## config.mk

```make
export PLATFORM = sky130hd
export DESIGN_NAME = return_addr_stack_ckpt
export DESIGN_NICKNAME = d
export VERILOG_FILES = /design/src/rtl/return_addr_stack_ckpt.sv
export SDC_FILE = /design/constraint.sdc
export NUM_CORES = 1
export LEC_CHECK = 0
export ABC_CLOCK_PERIOD_IN_PS = 2000
export BUFFER_PORTS_ARGS = -buffer_cell sky130_fd_sc_hd__buf_4
export CAP_MARGIN = 40
export CORE_MARGIN = 2
export CORE_UTILIZATION = 25
export CTS_CLUSTER_DIAMETER = 40
export DETAILED_ROUTE_END_ITERATION = 7
export PLACE_DENSITY = 0.42
export SETUP_SLACK_MARGIN = 0.3
export SLEW_MARGIN = 20
export SYNTH_ARGS = -nofsm -noshare
export SYNTH_HDL_FRONTEND = slang
export SYNTH_SLANG_ARGS = --single-unit
```

## constraint.sdc

```tcl
create_clock -name clk_i -period 2 [get_ports clk_i]
set_clock_uncertainty 0.2 [all_clocks]
set_input_delay 0.3 -clock clk_i [delete_from_list [all_inputs] [get_ports clk_i]]
set_output_delay 0.3 -clock clk_i [all_outputs]
set_load 0.1 [all_outputs]
```

## src/rtl/return_addr_stack_ckpt.sv

```systemverilog
`default_nettype none
// ============================================================================
// Module   : return_addr_stack_ckpt
// Brief    : Return-address stack for the frontend branch predictor. Calls
//            push the link address, returns pop it, and the top entry is
//            presented combinationally as the predicted return target.
//            Circular buffer of DEPTH entries; overflow overwrites the oldest.
// Option   : RAS_CKPT_EN - adds a {tos, count} snapshot that ckpt_i captures
//            and restore_i reloads, to repair the pointer after a mispredict.
//            Without it ckpt_i/restore_i are accepted but ignored.
// Revision : 1.0 - initial release
// ============================================================================
module return_addr_stack_ckpt #(
  parameter  int DEPTH = 2,
  parameter  int XLEN  = 32,
  localparam int CW    = $clog2(DEPTH + 1)
) (
  input  logic            clk_i,
  input  logic            rst_ni,
  input  logic            flush_i,
  input  logic            push_i,
  input  logic            pop_i,
  input  logic [XLEN-1:0] addr_i,
  output logic [XLEN-1:0] top_o,
  output logic            top_valid_o,
  output logic [CW-1:0]   count_o,
  output logic            ovf_o,
  input  logic            ckpt_i,
  input  logic            restore_i
);

  localparam int PW = (DEPTH > 1) ? $clog2(DEPTH) : 1;
  localparam logic [PW-1:0] LAST_IDX = PW'(DEPTH - 1);
  localparam logic [CW-1:0] FULL_CNT = CW'(DEPTH);

  logic [XLEN-1:0] entries [DEPTH];
  logic [PW-1:0]   tos;
  logic [CW-1:0]   count;
  logic            ovf;

  logic [PW-1:0]   tos_nxt;
  logic [CW-1:0]   count_nxt;
  logic            ovf_nxt;
  logic            wr_en;
  logic [PW-1:0]   wr_idx;
  logic [PW-1:0]   tos_inc;
  logic [PW-1:0]   tos_dec;
  logic            restore_act;
  logic [PW-1:0]   snap_tos_q;
  logic [CW-1:0]   snap_count_q;

`ifdef RAS_CKPT_EN
  logic [PW-1:0]   snap_tos;
  logic [CW-1:0]   snap_count;

  assign restore_act  = restore_i;
  assign snap_tos_q   = snap_tos;
  assign snap_count_q = snap_count;

  // Snapshot captures the post-update pointer; flush clears it outright.
  // With ckpt and restore together, tos_nxt/count_nxt already hold the
  // restored values, so the re-capture falls out naturally.
  always_ff @(posedge clk_i or negedge rst_ni) begin
    if (!rst_ni) begin
      snap_tos   <= '0;
      snap_count <= '0;
    end else if (flush_i) begin
      snap_tos   <= '0;
      snap_count <= '0;
    end else if (ckpt_i) begin
      snap_tos   <= tos_nxt;
      snap_count <= count_nxt;
    end
  end
`else
  // Ports kept for interface stability; nothing consumes them.
  logic unused_ckpt_inputs;
  assign unused_ckpt_inputs = ckpt_i | restore_i;
  assign restore_act        = 1'b0;
  assign snap_tos_q         = '0;
  assign snap_count_q       = '0;
`endif

  // Wrap by explicit compare so non-power-of-two depths work.
  assign tos_inc = (tos == LAST_IDX) ? '0 : tos + 1'b1;
  assign tos_dec = (tos == '0) ? LAST_IDX : tos - 1'b1;

  // Next-state selection: flush > restore > push/pop.
  always_comb begin
    tos_nxt   = tos;
    count_nxt = count;
    ovf_nxt   = 1'b0;
    wr_en     = 1'b0;
    wr_idx    = tos;
    if (flush_i) begin
      tos_nxt   = '0;
      count_nxt = '0;
    end else if (restore_act) begin
      tos_nxt   = snap_tos_q;
      count_nxt = snap_count_q;
    end else if (push_i && pop_i && (count != '0)) begin
      // Tail call: replace the top in place.
      wr_en = 1'b1;
    end else if (push_i) begin
      // Plain push (also the push+pop-on-empty case).
      tos_nxt = tos_inc;
      wr_en   = 1'b1;
      wr_idx  = tos_inc;
      if (count == FULL_CNT) begin
        ovf_nxt = 1'b1;
      end else begin
        count_nxt = count + 1'b1;
      end
    end else if (pop_i && (count != '0)) begin
      tos_nxt   = tos_dec;
      count_nxt = count - 1'b1;
    end
  end

  // Pointer, count and overflow pulse registers.
  always_ff @(posedge clk_i or negedge rst_ni) begin
    if (!rst_ni) begin
      tos   <= '0;
      count <= '0;
      ovf   <= 1'b0;
    end else begin
      tos   <= tos_nxt;
      count <= count_nxt;
      ovf   <= ovf_nxt;
    end
  end

  // Entry storage; contents cleared on reset so no stale address survives.
  always_ff @(posedge clk_i or negedge rst_ni) begin
    if (!rst_ni) begin
      for (int i = 0; i < DEPTH; i++) begin
        entries[i] <= '0;
      end
    end else if (wr_en) begin
      entries[wr_idx] <= addr_i;
    end
  end

  // Zero-latency read of the top entry, masked to zero when empty.
  always_comb begin
    top_o       = (count != '0) ? entries[tos] : '0;
    top_valid_o = (count != '0);
    count_o     = count;
    ovf_o       = ovf;
  end

endmodule
`default_nettype wire

```

# Word-level counts from Yosys, hierarchy flattened
# Cells that the tools add are included.
# word_totals
register_bits	68
output_inout_bits	36
# op_classes
n_addsub	4
n_reduce_logical	8
n_eq_ne	3
mux	28
bitwise_logic	2
order_cmp	3
# op_table
op	count
32-bit two-way mux	5
64-bit bitwise mux	1
32-bit demux with 1-bit select	1
1-bit two-way mux	16
2-bit two-way mux	5
2-bit >= comparator (second input constant)	2
1-bit logical AND	4
1-bit inverter with 2-bit output	2
3-bit != test (second input constant)	1
3-bit AND reduction	1
3-bit nonzero test	1
2-bit by 1-bit adder with 2-bit output (second input constant)	1
2-bit == test (second input constant)	1
2-bit by 1-bit less-than comparator with 1-bit output (second input constant)	1
2-bit != test (second input constant)	1
2-bit AND reduction	1
2-bit nonzero test	1
2-bit by 1-bit subtractor with 2-bit output (second input constant)	1
1-bit adder (second input constant)	1
1-bit subtractor (second input constant)	1

# Longest topological paths before layout
# Gate-level depths: netlist of the first run.
# depth
depth_word	11
mapped_depth	5
ltp_nobuf	3

# Worst setup path before layout of the first run
# No wires, ideal clock.
# synth_path
path_type	register to output
start	reg count[0], in the netlist count_o[0]
end	out top_o[10]
path_stages_with_launch	4
arrival_time_ns	2.825
n_path_buf	1
required_time_ns	1.500
slack_ns	-1.325
path_cell_list	dfrtp_1 nor2_1 clkbuf_1 nor2_1
# synth_via
elab_chain_cells	2
# synth_lines
element	line_no	source
start: declaration	38	logic [CW-1:0] count;
start signal: assignment	128	count <= count_nxt;
2-bit nonzero test	146	top_o = (count != '0) ? entries[tos] : '0;
32-bit two-way mux	146	
end: declaration	24	output logic [XLEN-1:0] top_o,
# Every way passes these cells.

# Final worst setup path of the first run
# layout_path
start	reg count[0], in the netlist count_o[0]
end	out top_valid_o
# layout_via
elab_chain_cells	1
# layout_lines
element	line_no	source
2-bit nonzero test	147	top_valid_o = (count != '0);
end: declaration	25	output logic top_valid_o,
# Every way passes these cells.

==> metrics.yaml, run 1 <==
floorplanning:
  die-area_um2: 13500
  fp.coreArea_um2: 12200
  pin_count: 75
  initial_utilization_pct: 25.9
  die_height_um: 116
  die_x_um: 116
  rows: 40
synthesis:
  ys_ff_latch: 68
  syn-num-nets: 270
  muxShareOfSynthArea_pct: 34.8
  yosys.area.top_type: "dfrtp_1"
  synth_flop_cell: "dfrtp_1"
  yosys.area.top_type_share_pct: 54.1
  synth_area_leaders: "dfrtp_1 (54%), mux2_2 (20%), mux2i_1 (11%)"
  synth_fa_ha_area_share_pct: 0
  synth-async-reset-ratio_pct: 100
  synth_compound_area_share_pct: 1.35
  syn_inst: 231
  synth.most_common_cell: "dfrtp_1"
  synth_top_family_by_area: "multiplexers"
  syn_avg_cell_area_um2: 13.6
  synth_edf_count: 0
  synthesis.area_um2: 3150
  synth-simple-area-share_pct: 6.17
  synthTopCellsByCount: "dfrtp_1 (68), mux2_2 (55), nor2_1 (36)"
  synth_xor_xnor_area_share_pct: 0.278
  ys_types: 22
  yosys_warnings: 0
  ys_seq_area_share_pct: 54.1
detailed_routing:
  drtPass1Iterations: 4
  drt.antenna.violating_nets: 0
  vias: 2336
  drt-wirelength-per-cell_um: 17.8
  via_per_inst: 4.37
  drc: 0
  drt-total-wl_um: 9510
  drt_iter0_drc: 53
place:
  dpl_cell_area_um2: 4280
  port-buffer-count: 72
  place_congestion: 0.638
  post-place-ws_ns: -0.00372
  hpwlAfterDp_um: 4880
grt:
  grt_usage_pct: 14.4
  grt_max_degree: 46
  grt_overflow: 0
  antenna_found_initial: 0
  grt_pass1_wl_um: 14200
  grt_pass1_vias: 2530
sta:
  relSlewSlack_pct: 57.4
  report.final.slew_viol_count: 0
  rsz0062_at_grt: "true"
  fin_ws_ns: -0.149
  setup_viol: 97
  fin_hold_ws_ns: 0.0119
  final_hold_viol_count: 0
  period_needed_ns: 2.15
  worst_pin_slew_ns: 0.638
  fmax_mhz: 465
  post-route-period-util_pct: 107
layout:
  final_nets: 401
  seq_area_um2: 1710
  n_antenna_cell: 0
  finish.utilization_pct: 48.5
  syn_to_final_growth_pct: 87.5
  multi_input_area_um2: 1920
  drive_gt1_share_pct: 68.6
  final_area_um2: 5900
  fillers: 1094
run:
  cap_violations: 0
worst_setup_path:
  timing.critical_path.arrival_ns: 1.65
  ff2ff_path_depth: 8
  worstSetupPathType: "flip-flop to primary output"
  crit_required_ns: 1.50
  cp-start-kind: "flip-flop"
  crit_path_end_kind: "primary output"
  cp_max_fo: 8
clock_tree:
  cts.clk_slew.worst_paths_ns: 0.06
  cts-root-buf: "clkbuf_16"
  cts_sinks: 68
  cts_tree: "yes"
  clk_latency_ns: 0.33
  htree_levels: 3
  clockBufferDepth: 2
  numCtsBuffers: 9
outcome:
  outcome: "finished, violations left"
  violations: "negative setup slack"
power_and_ir_drop:
  power_mw: 6.61
  power-per-cell-area_nw_per_um2: 1120
  ir_drop_uv: 639
  leakagePower_nw: 2.52
hold_path:
  hold_depth: 2
  hold_class: "primary input to flip-flop"
-- routing by layer --
metal | part of all wire (%) | track usage [%] | vias to the layer above
met4 | 0.85 | 4.52 | 0
met2 | 46 | 22.4 | 60
li1 | - | - | 1077
met5 | 0 | 0 | -
met3 | 4.5 | 4.36 | 8
met1 | 49 | 19.4 | 1191
-- metrics by stage --
step	std cells	TNS [ns]
3_5_place_dp	471	-0.00372
2_1_floorplan	231	-6.93
3_3_place_gp	471	0
5_1_grt	534	-15.51
6_report	534	-10.26
4_1_cts	526	-9.63
-- logic make-up (layout without fill, tap and decap cells) --
family / Yosys count / count (layout)
compound gates: 5 / 5
simple gates: 44 / 44
flops: 68 / 68
mux: 99 / 99
xor+xnor: 1 / 1
buf+inv: 14 / 149
-- path summary, 6_finish.rpt --
path,slack [ns],endpoint,from
max in group asynchronous,0.68,entries[59]$_DFFE_PN0P_,rst_ni
worst max-delay path,-0.15,top_valid_o,count_o[0]$_DFFE_PN0P_
worst min register to register,0.31,entries[24]$_DFFE_PN0P_,entries[24]$_DFFE_PN0P_
worst max register to register,-0.13,entries[19]$_DFFE_PN0P_,tos$_DFFE_PN0P_
worst min-delay path,0.01,entries[53]$_DFFE_PN0P_,addr_i[21]
min in group asynchronous,0.33,ovf_o$_DFF_PN0_,rst_ni
-- worst max-delay path, stage by stage (launching register included) --
cell and delay (ns):
dfrtp_4 0.48, buf_6 0.13, nor2_4 0.13, buf_12 0.14, buf_12 0.16, clkinvlp_4 0.11
buf_12 0.17
-- timing repair --
item	4_1_cts	5_1_grt
setup endpoints to repair	100	102
hold buffers	15	2
gates cloned	7	3
buffers inserted	18	3
endpoints found under the hold margin	62	2
pin swaps	6	9
resized for setup	135	56
-- power breakdown --
part	internal [mW]	switching, mW	total (mW)	leakage, nW
Sequential	1.81	0.286	2.10	0.806
Combinational	1.50	1.55	3.04	1.58
Clock	0.896	0.568	1.46	0.135
-- state kept, by name, indices dropped and copies added (netlist names) --
register	cells
ovf_o	1
count_o	2
tos	1
entries	64
-- cell type report --
cell class / count / area share [%]
clock buffers: 13 / 4.41
well taps: 168 / 3.56
repair buffers: 133 / 30.2
flip-flops and latches: 68 / 29.0
multi-input cells: 149 / 32.5
clock inverters: 2 / 0.170
inverters: 1 / 0.127
-- layout by cell type (no fill, tap or decap), drive strengths merged, types with 2 or more instances in the layout --
master       count
a21oi            2
buf            113
clkbuf          16
clkinv           2
dfrtp           68
dlygate4sd3     17
mux2            64
mux2i           35
nand3b           2
nor2            36
No activity file was read; power rests on OpenSTA's default activity.
==> inputs of run 2 (changes only) <==
--- a/config.mk
+++ b/config.mk
@@ -8,11 +8,12 @@
 export ABC_CLOCK_PERIOD_IN_PS = 2000
 export BUFFER_PORTS_ARGS = -buffer_cell sky130_fd_sc_hd__buf_4
 export CAP_MARGIN = 40
+export CORE_ASPECT_RATIO = 0.7
 export CORE_MARGIN = 2
-export CORE_UTILIZATION = 25
+export CORE_UTILIZATION = 40
 export CTS_CLUSTER_DIAMETER = 40
 export DETAILED_ROUTE_END_ITERATION = 7
-export PLACE_DENSITY = 0.42
+export PLACE_DENSITY = 0.62
 export SETUP_SLACK_MARGIN = 0.3
 export SLEW_MARGIN = 20
 export SYNTH_ARGS = -nofsm -noshare
==> metrics.yaml, run 2 (synthesis results as in run 1) <==
hold_path:
  hold_start: "flush_i"  # was addr_i[21]
  hold_class: "primary input to flip-flop"  # unchanged
clock_tree:
  cts-root-buf: "clkbuf_8"  # was clkbuf_16
  cts_tree: "yes"  # unchanged
  numCtsBuffers: 9  # unchanged
  htree_levels: 3  # unchanged
  cts.clk_slew.worst_paths_ns: 0.07  # was 0.06 ns
  cts_sinks: 68  # unchanged
  clk_latency_ns: 0.34  # was 0.33 ns
  clockBufferDepth: 2  # unchanged
grt:
  grt_overflow: 0  # unchanged
  grt_usage_pct: 22.6  # was 14.4%
  antenna_found_initial: 0  # unchanged
  grt_max_degree: 37  # was 46
  grt_pass1_wl_um: 14400  # was 14,200 um
  grt_pass1_vias: 2611  # was 2,530
sta:
  relSlewSlack_pct: 69.4  # was 57.4%
  final_hold_viol_count: 0  # unchanged
  fin_ws_ns: -0.230  # was -0.149 ns
  report.final.slew_viol_count: 0  # unchanged
  fin_hold_ws_ns: 0.0684  # was 0.0119 ns
  fmax_mhz: 448  # was 465 MHz
  worst_pin_slew_ns: 0.459  # was 0.638 ns
  setup_viol: 98  # was 97
  post-route-period-util_pct: 111  # was 107%
  rsz0062_at_grt: "true"  # unchanged
  period_needed_ns: 2.23  # was 2.15 ns
detailed_routing:
  drt-wirelength-per-cell_um: 18.7  # was 17.8 um
  drc: 0  # unchanged
  via_per_inst: 4.98  # was 4.37
  drtPass1Iterations: 4  # unchanged
  vias: 2465  # was 2,336
  drt-total-wl_um: 9230  # was 9510 um
  drt.antenna.violating_nets: 0  # unchanged
  drt_iter0_drc: 71  # was 53
layout:
  fillers: 453  # was 1,094
  final_nets: 430  # was 401
  syn_to_final_growth_pct: 92.3  # was 87.5%
  mostFrequentLayoutCells: "dfrtp_1 (65), buf_4 (50), mux2_4 (47)"  # was dfrtp_1 (65), mux2_4 (64), buf_4 (43)
  n_antenna_cell: 0  # unchanged
  seq_area_um2: 1710  # unchanged
  multi_input_area_um2: 1880  # was 1920 um2
  largest_reg_flops: 64  # unchanged
  final_common_cell: "dfrtp_1"  # unchanged
  largest_register: "entries"  # unchanged
  drive_gt1_share_pct: 67.0  # was 68.6%
power_and_ir_drop:
  power_frac_clock_pct: 17.6  # was 22.2%
  leakagePower_nw: 2.58  # was 2.52 nW
  ir_drop_uv: 565  # was 639 uV
  sequentialPowerShare_pct: 33.2  # was 31.8%
  p_int_mw: 4.00  # was 4.21 mW
  p_switching_mw: 2.39  # was 2.40 mW
  swShare_pct: 37.4  # was 36.4%
  power-per-cell-area_nw_per_um2: 1060  # was 1120 nW/um2
  pwr-share-comb_pct: 49.2  # was 46.1%
worst_setup_path:
  cp-start-kind: "flip-flop"  # unchanged
  slowest_stage: "dfrtp_4"  # unchanged
  crit_required_ns: 2.03  # was 1.50 ns
  crit_chain: "buf_4 -> o21ai_4 -> buf_6 -> mux2i_4 -> buf_6 -> buf_12 -> buf_16 -> mux2_2"  # was buf_6 -> nor2_4 -> buf_12 -> buf_12 -> clkinvlp_4 -> buf_12
  r2r-start: "count_o[0]$_DFFE_PN0P_"  # was tos$_DFFE_PN0P_
  setup.worst_path.start: "count_o[0]$_DFFE_PN0P_"  # unchanged
  crit_top_cell: "buf_6"  # was buf_12
  crit_path_end_kind: "flip-flop"  # was primary output
  cp_slowest_stage_delay_ns: 0.48  # about the same
  cp_max_fo: 5  # was 8
  worstSetupPathType: "flip-flop to flip-flop"  # was flip-flop to primary output
  timing.critical_path.arrival_ns: 2.26  # was 1.65 ns
run:
  cap_violations: 0  # unchanged
floorplanning:
  initial_utilization_pct: 40.7  # was 25.9%
  fp.coreArea_um2: 7740  # was 12,200 um2
  pin_count: 75  # unchanged
  die_height_um: 78.2  # was 116 um
  die-area_um2: 8600  # was 13,500 um2
  rows: 27  # was 40
  die_x_um: 110  # was 116 um
outcome:
  violations: "negative setup slack"  # unchanged
  outcome: "finished, violations left"  # unchanged
place:
  port-buffer-count: 72  # unchanged
  post-place-ws_ns: -0.0261  # was -0.00372 ns
  place_congestion: 0.672  # was 0.638
  hpwlAfterDp_um: 4560  # was 4880 um
==> run 2: cell types whose count changed in the layout (fill, tap and decap cells not counted), moves of 7 or more <==
cell,change
clkbuf_8,+9
mux2_4,-17
dlygate4sd3_1,+18
mux2_2,+16
clkbuf_16,-10
buf_4,+7
buf_12,+7
==> run 2: area by class of cell <==
class	count	area share, %
well taps	101	2.09
clock buffers	12	2.56
flip-flops and latches	68	28.3
inverters	1	0.124
multi-input cells	149	31.1
repair buffers	162	35.3
clock inverters	2	0.579
==> run 2: metrics by stage <==
stage / TNS, ns / power (mW) / instances / area, um2 / utilization [%]
final: -12.50 / 6.39 / 495 / 6050 / 78.2
after CTS: -11.06 / 6.20 / 487 / 5820 / 75.2
after global placement: 0 / 4.30 / 407 / 4260 / 55.1
after floorplan: -6.93 / 3.87 / 231 / 3520 / -
after detailed placement: -0.0890 / 4.34 / 407 / 4260 / 55.1
after global routing: -16.62 / 6.67 / 495 / 6050 / 78.2
==> run 2: worst max-delay path: cells and delay by family (launching register included) <==
kind	cells	cell delay [ns]
compound gates	1	0.19
buf+inv	5	0.68
flops	1	0.48
mux	2	0.57
==> run 2: what timing repair did <==
action / CTS / global route
setup endpoints to repair: 100 / 101
hold endpoints to repair: 96 / 0
pin swaps: 3 / 3
gates cloned: 8 / 2
hold buffers: 35 / 0
setup buffers: 23 / 6
gates resized for setup: 159 / 30
==> run 2: worst paths after layout <==
| path | endpoint | slack, ns | cells past startpoint |
|---|---|---|---|
| max | entries[17]$_DFFE_PN0P_ | -0.23 | 8 |
| min | count_o[0]$_DFFE_PN0P_ | 0.07 | 3 |
| max reg2reg | entries[17]$_DFFE_PN0P_ | -0.23 | 8 |
| min reg2reg | entries[53]$_DFFE_PN0P_ | 0.31 | 1 |
| max in group asynchronous | entries[44]$_DFFE_PN0P_ | 0.81 | 3 |
| min in group asynchronous | ovf_o$_DFF_PN0_ | 0.25 | 2 |
==> run 2: power groups by stage <==
stage                     combinational [mW]  clock [mW]  sequential [mW]
after CTS                               2.98        1.15             2.07
after global placement                  2.27           0             2.04
after global routing                    3.28        1.21             2.18
final                                   3.14        1.12             2.12
after floorplan                         1.87           0             2.00
after detailed placement                2.29           0             2.05
==> run 2: per-layer routing <==
layer	vias to the layer above	share of wire (%)	track usage (%)
met1	1245	47	32.2
met4	0	0.89	4.81
met3	10	4.8	6.56
met2	78	47	34.2
li1	1132	-	-
met5	-	0	0
==> inputs of run 3 (changes only) <==
--- a/config.mk
+++ b/config.mk
@@ -13,7 +13,9 @@
 export CORE_UTILIZATION = 40
 export CTS_CLUSTER_DIAMETER = 40
 export DETAILED_ROUTE_END_ITERATION = 7
+export MAX_ROUTING_LAYER = met4
 export PLACE_DENSITY = 0.62
+export REMOVE_ABC_BUFFERS = 1
 export SETUP_SLACK_MARGIN = 0.3
 export SLEW_MARGIN = 20
 export SYNTH_ARGS = -nofsm -noshare
==> metrics.yaml, run 3 (synthesis results as in run 1) <==
grt:
  grt_overflow: 0  # unchanged
  grt_pass1_wl_um: 14400  # about the same
  grt_pass1_vias: 2644  # was 2,611
  antenna_found_initial: 0  # unchanged
  grt_usage_pct: 23.4  # was 22.6%
  grt_max_degree: 39  # was 37
worst_setup_path:
  cp-start-kind: "flip-flop"  # unchanged
  crit_end: "entries[8]$_DFFE_PN0P_"  # was entries[17]$_DFFE_PN0P_
  cp_max_fo: 5  # unchanged
  ff2ff_path_depth: 8  # unchanged
  worstReg2RegEnd: "entries[8]$_DFFE_PN0P_"  # was entries[17]$_DFFE_PN0P_
  worstSetupPathType: "flip-flop to flip-flop"  # unchanged
  r2r-start: "count_o[1]$_DFFE_PN0P_"  # was count_o[0]$_DFFE_PN0P_
  timing.critical_path.arrival_ns: 2.15  # was 2.26 ns
  reg2reg_slack_ns: -0.12  # was -0.23 ns
  crit_path_end_kind: "flip-flop"  # unchanged
  crit_required_ns: 2.03  # about the same
  setup.worst_path.start: "count_o[1]$_DFFE_PN0P_"  # was count_o[0]$_DFFE_PN0P_
detailed_routing:
  via_per_inst: 4.99  # was 4.98
  drtPass1Iterations: 4  # unchanged
  drt-total-wl_um: 9600  # was 9230 um
  vias: 2456  # was 2,465
  drt-wirelength-per-cell_um: 19.5  # was 18.7 um
  drt_iter0_drc: 106  # was 71
  drc: 0  # unchanged
  drt.antenna.violating_nets: 0  # unchanged
sta:
  report.final.slew_viol_count: 0  # unchanged
  final_hold_viol_count: 0  # unchanged
  relSlewSlack_pct: 66.3  # was 69.4%
  fin_hold_ws_ns: 0.0445  # was 0.0684 ns
  tns_ns: -5.04  # was -12.50 ns
  fin_ws_ns: -0.122  # was -0.230 ns
  rsz0062_at_grt: "true"  # unchanged
  fmax_mhz: 471  # was 448 MHz
  period_needed_ns: 2.12  # was 2.23 ns
  post-route-period-util_pct: 106  # was 111%
  setup_viol: 93  # was 98
  worst_pin_slew_ns: 0.505  # was 0.459 ns
clock_tree:
  clockBufferDepth: 2  # unchanged
  cts-root-buf: "clkbuf_8"  # unchanged
  clk_latency_ns: 0.34  # about the same
  cts_sinks: 68  # unchanged
  numCtsBuffers: 9  # unchanged
  cts.clk_slew.worst_paths_ns: 0.07  # about the same
  cts_tree: "yes"  # unchanged
  htree_levels: 3  # unchanged
power_and_ir_drop:
  leakagePower_nw: 2.63  # was 2.58 nW
  power_mw: 6.40  # was 6.39 mW
  ir_drop_uv: 758  # was 565 uV
  power-per-cell-area_nw_per_um2: 1070  # was 1060 nW/um2
place:
  port-buffer-count: 72  # unchanged
  hpwlAfterDp_um: 4250  # was 4560 um
  place_congestion: 0.759  # was 0.672
  dpl_cell_area_um2: 3880  # was 4260 um2
layout:
  n_antenna_cell: 0  # unchanged
  final_common_cell: "dfrtp_1"  # unchanged
  mostFrequentLayoutCells: "dfrtp_1 (67), mux2_4 (64), buf_12 (45)"  # was dfrtp_1 (65), buf_4 (50), mux2_4 (47)
  finish.utilization_pct: 77.5  # was 78.2%
  largest_reg_flops: 64  # unchanged
  final_area_um2: 5990  # was 6050 um2
  drive_gt1_share_pct: 64.5  # was 67.0%
  syn_to_final_growth_pct: 90.5  # was 92.3%
  final_nets: 426  # was 430
  largest_register: "entries"  # unchanged
floorplanning:
  pin_count: 75  # unchanged
  fp.coreArea_um2: 7740  # unchanged
  initial_utilization_pct: 40.7  # unchanged
  die_x_um: 110  # unchanged
  rows: 27  # unchanged
  die_height_um: 78.2  # unchanged
  die-area_um2: 8600  # unchanged
hold_path:
  hold_class: "primary input to flip-flop"  # unchanged
run:
  cap_violations: 0  # unchanged
outcome:
  violations: "negative setup slack"  # unchanged
  outcome: "finished, violations left"  # unchanged
[run 3: stage by stage]
| stage | instances | worst slack (ns) |
|---|---|---|
| 4_1_cts | 486 | -0.0828 |
| 2_1_floorplan | 218 | -1.57 |
| 3_5_place_dp | 405 | 0.0300 |
| 3_3_place_gp | 405 | 0.0481 |
| 6_report | 492 | -0.122 |
| 5_1_grt | 492 | -0.177 |
[run 3: worst min path at each step]
stage / startpoint / end / slack, ns / depth (start not counted)
3_3_place_gp: rst_ni / entries[21]$_DFFE_PN0P_ / 0.11 / 1
4_1_cts: flush_i / count_o[0]$_DFFE_PN0P_ / 0.03 / 3
5_1_grt: flush_i / count_o[0]$_DFFE_PN0P_ / 0.04 / 3
6_report: flush_i / count_o[0]$_DFFE_PN0P_ / 0.04 / 3
2_1_floorplan: rst_ni / count_o[0]$_DFFE_PN0P_ / -0.20 / 0
3_5_place_dp: rst_ni / entries[21]$_DFFE_PN0P_ / 0.10 / 1
[run 3: metal layers]
metal	routed length (um)	vias up	global-route usage, %
li1	-	1118	-
met1	4440	1259	32.4
met2	4590	65	35.2
met3	445	14	5.07
met4	129	0	5.70
met5	0	-	-
[run 3: worst max-delay path: stages (launching register included)]
cell,delay (ns)
dfrtp_1,0.41
buf_6,0.13
o21ai_4,0.17
buf_6,0.13
mux2i_4,0.28
buf_6,0.17
buf_12,0.11
buf_16,0.12
mux2_4,0.30
[run 3: repair_timing]
action                                 4_1_cts  5_1_grt
resized for setup                          190       81
setup endpoints to repair                   99      100
hold buffers                                35        0
endpoints found under the hold margin      103        0
pin swaps                                    4        3
gates cloned                                10        2
setup buffers                               21        4
[run 3: cell type report]
type | instances | area, um2
Timing Repair Buffer | 158 | 2160
Multi-Input combinational cell | 149 | 1780
Fill cell | 440 | 1740
Sequential cell | 68 | 1700
Tap cell | 101 | 126
Clock buffer | 9 | 124
Clock inverter | 6 | 90.1
Inverter | 1 | 8.76
[run 3: power breakdown]
group          switching [mW]  internal, mW
logic                    1.54          1.53
registers               0.290          1.81
clock network           0.531         0.696
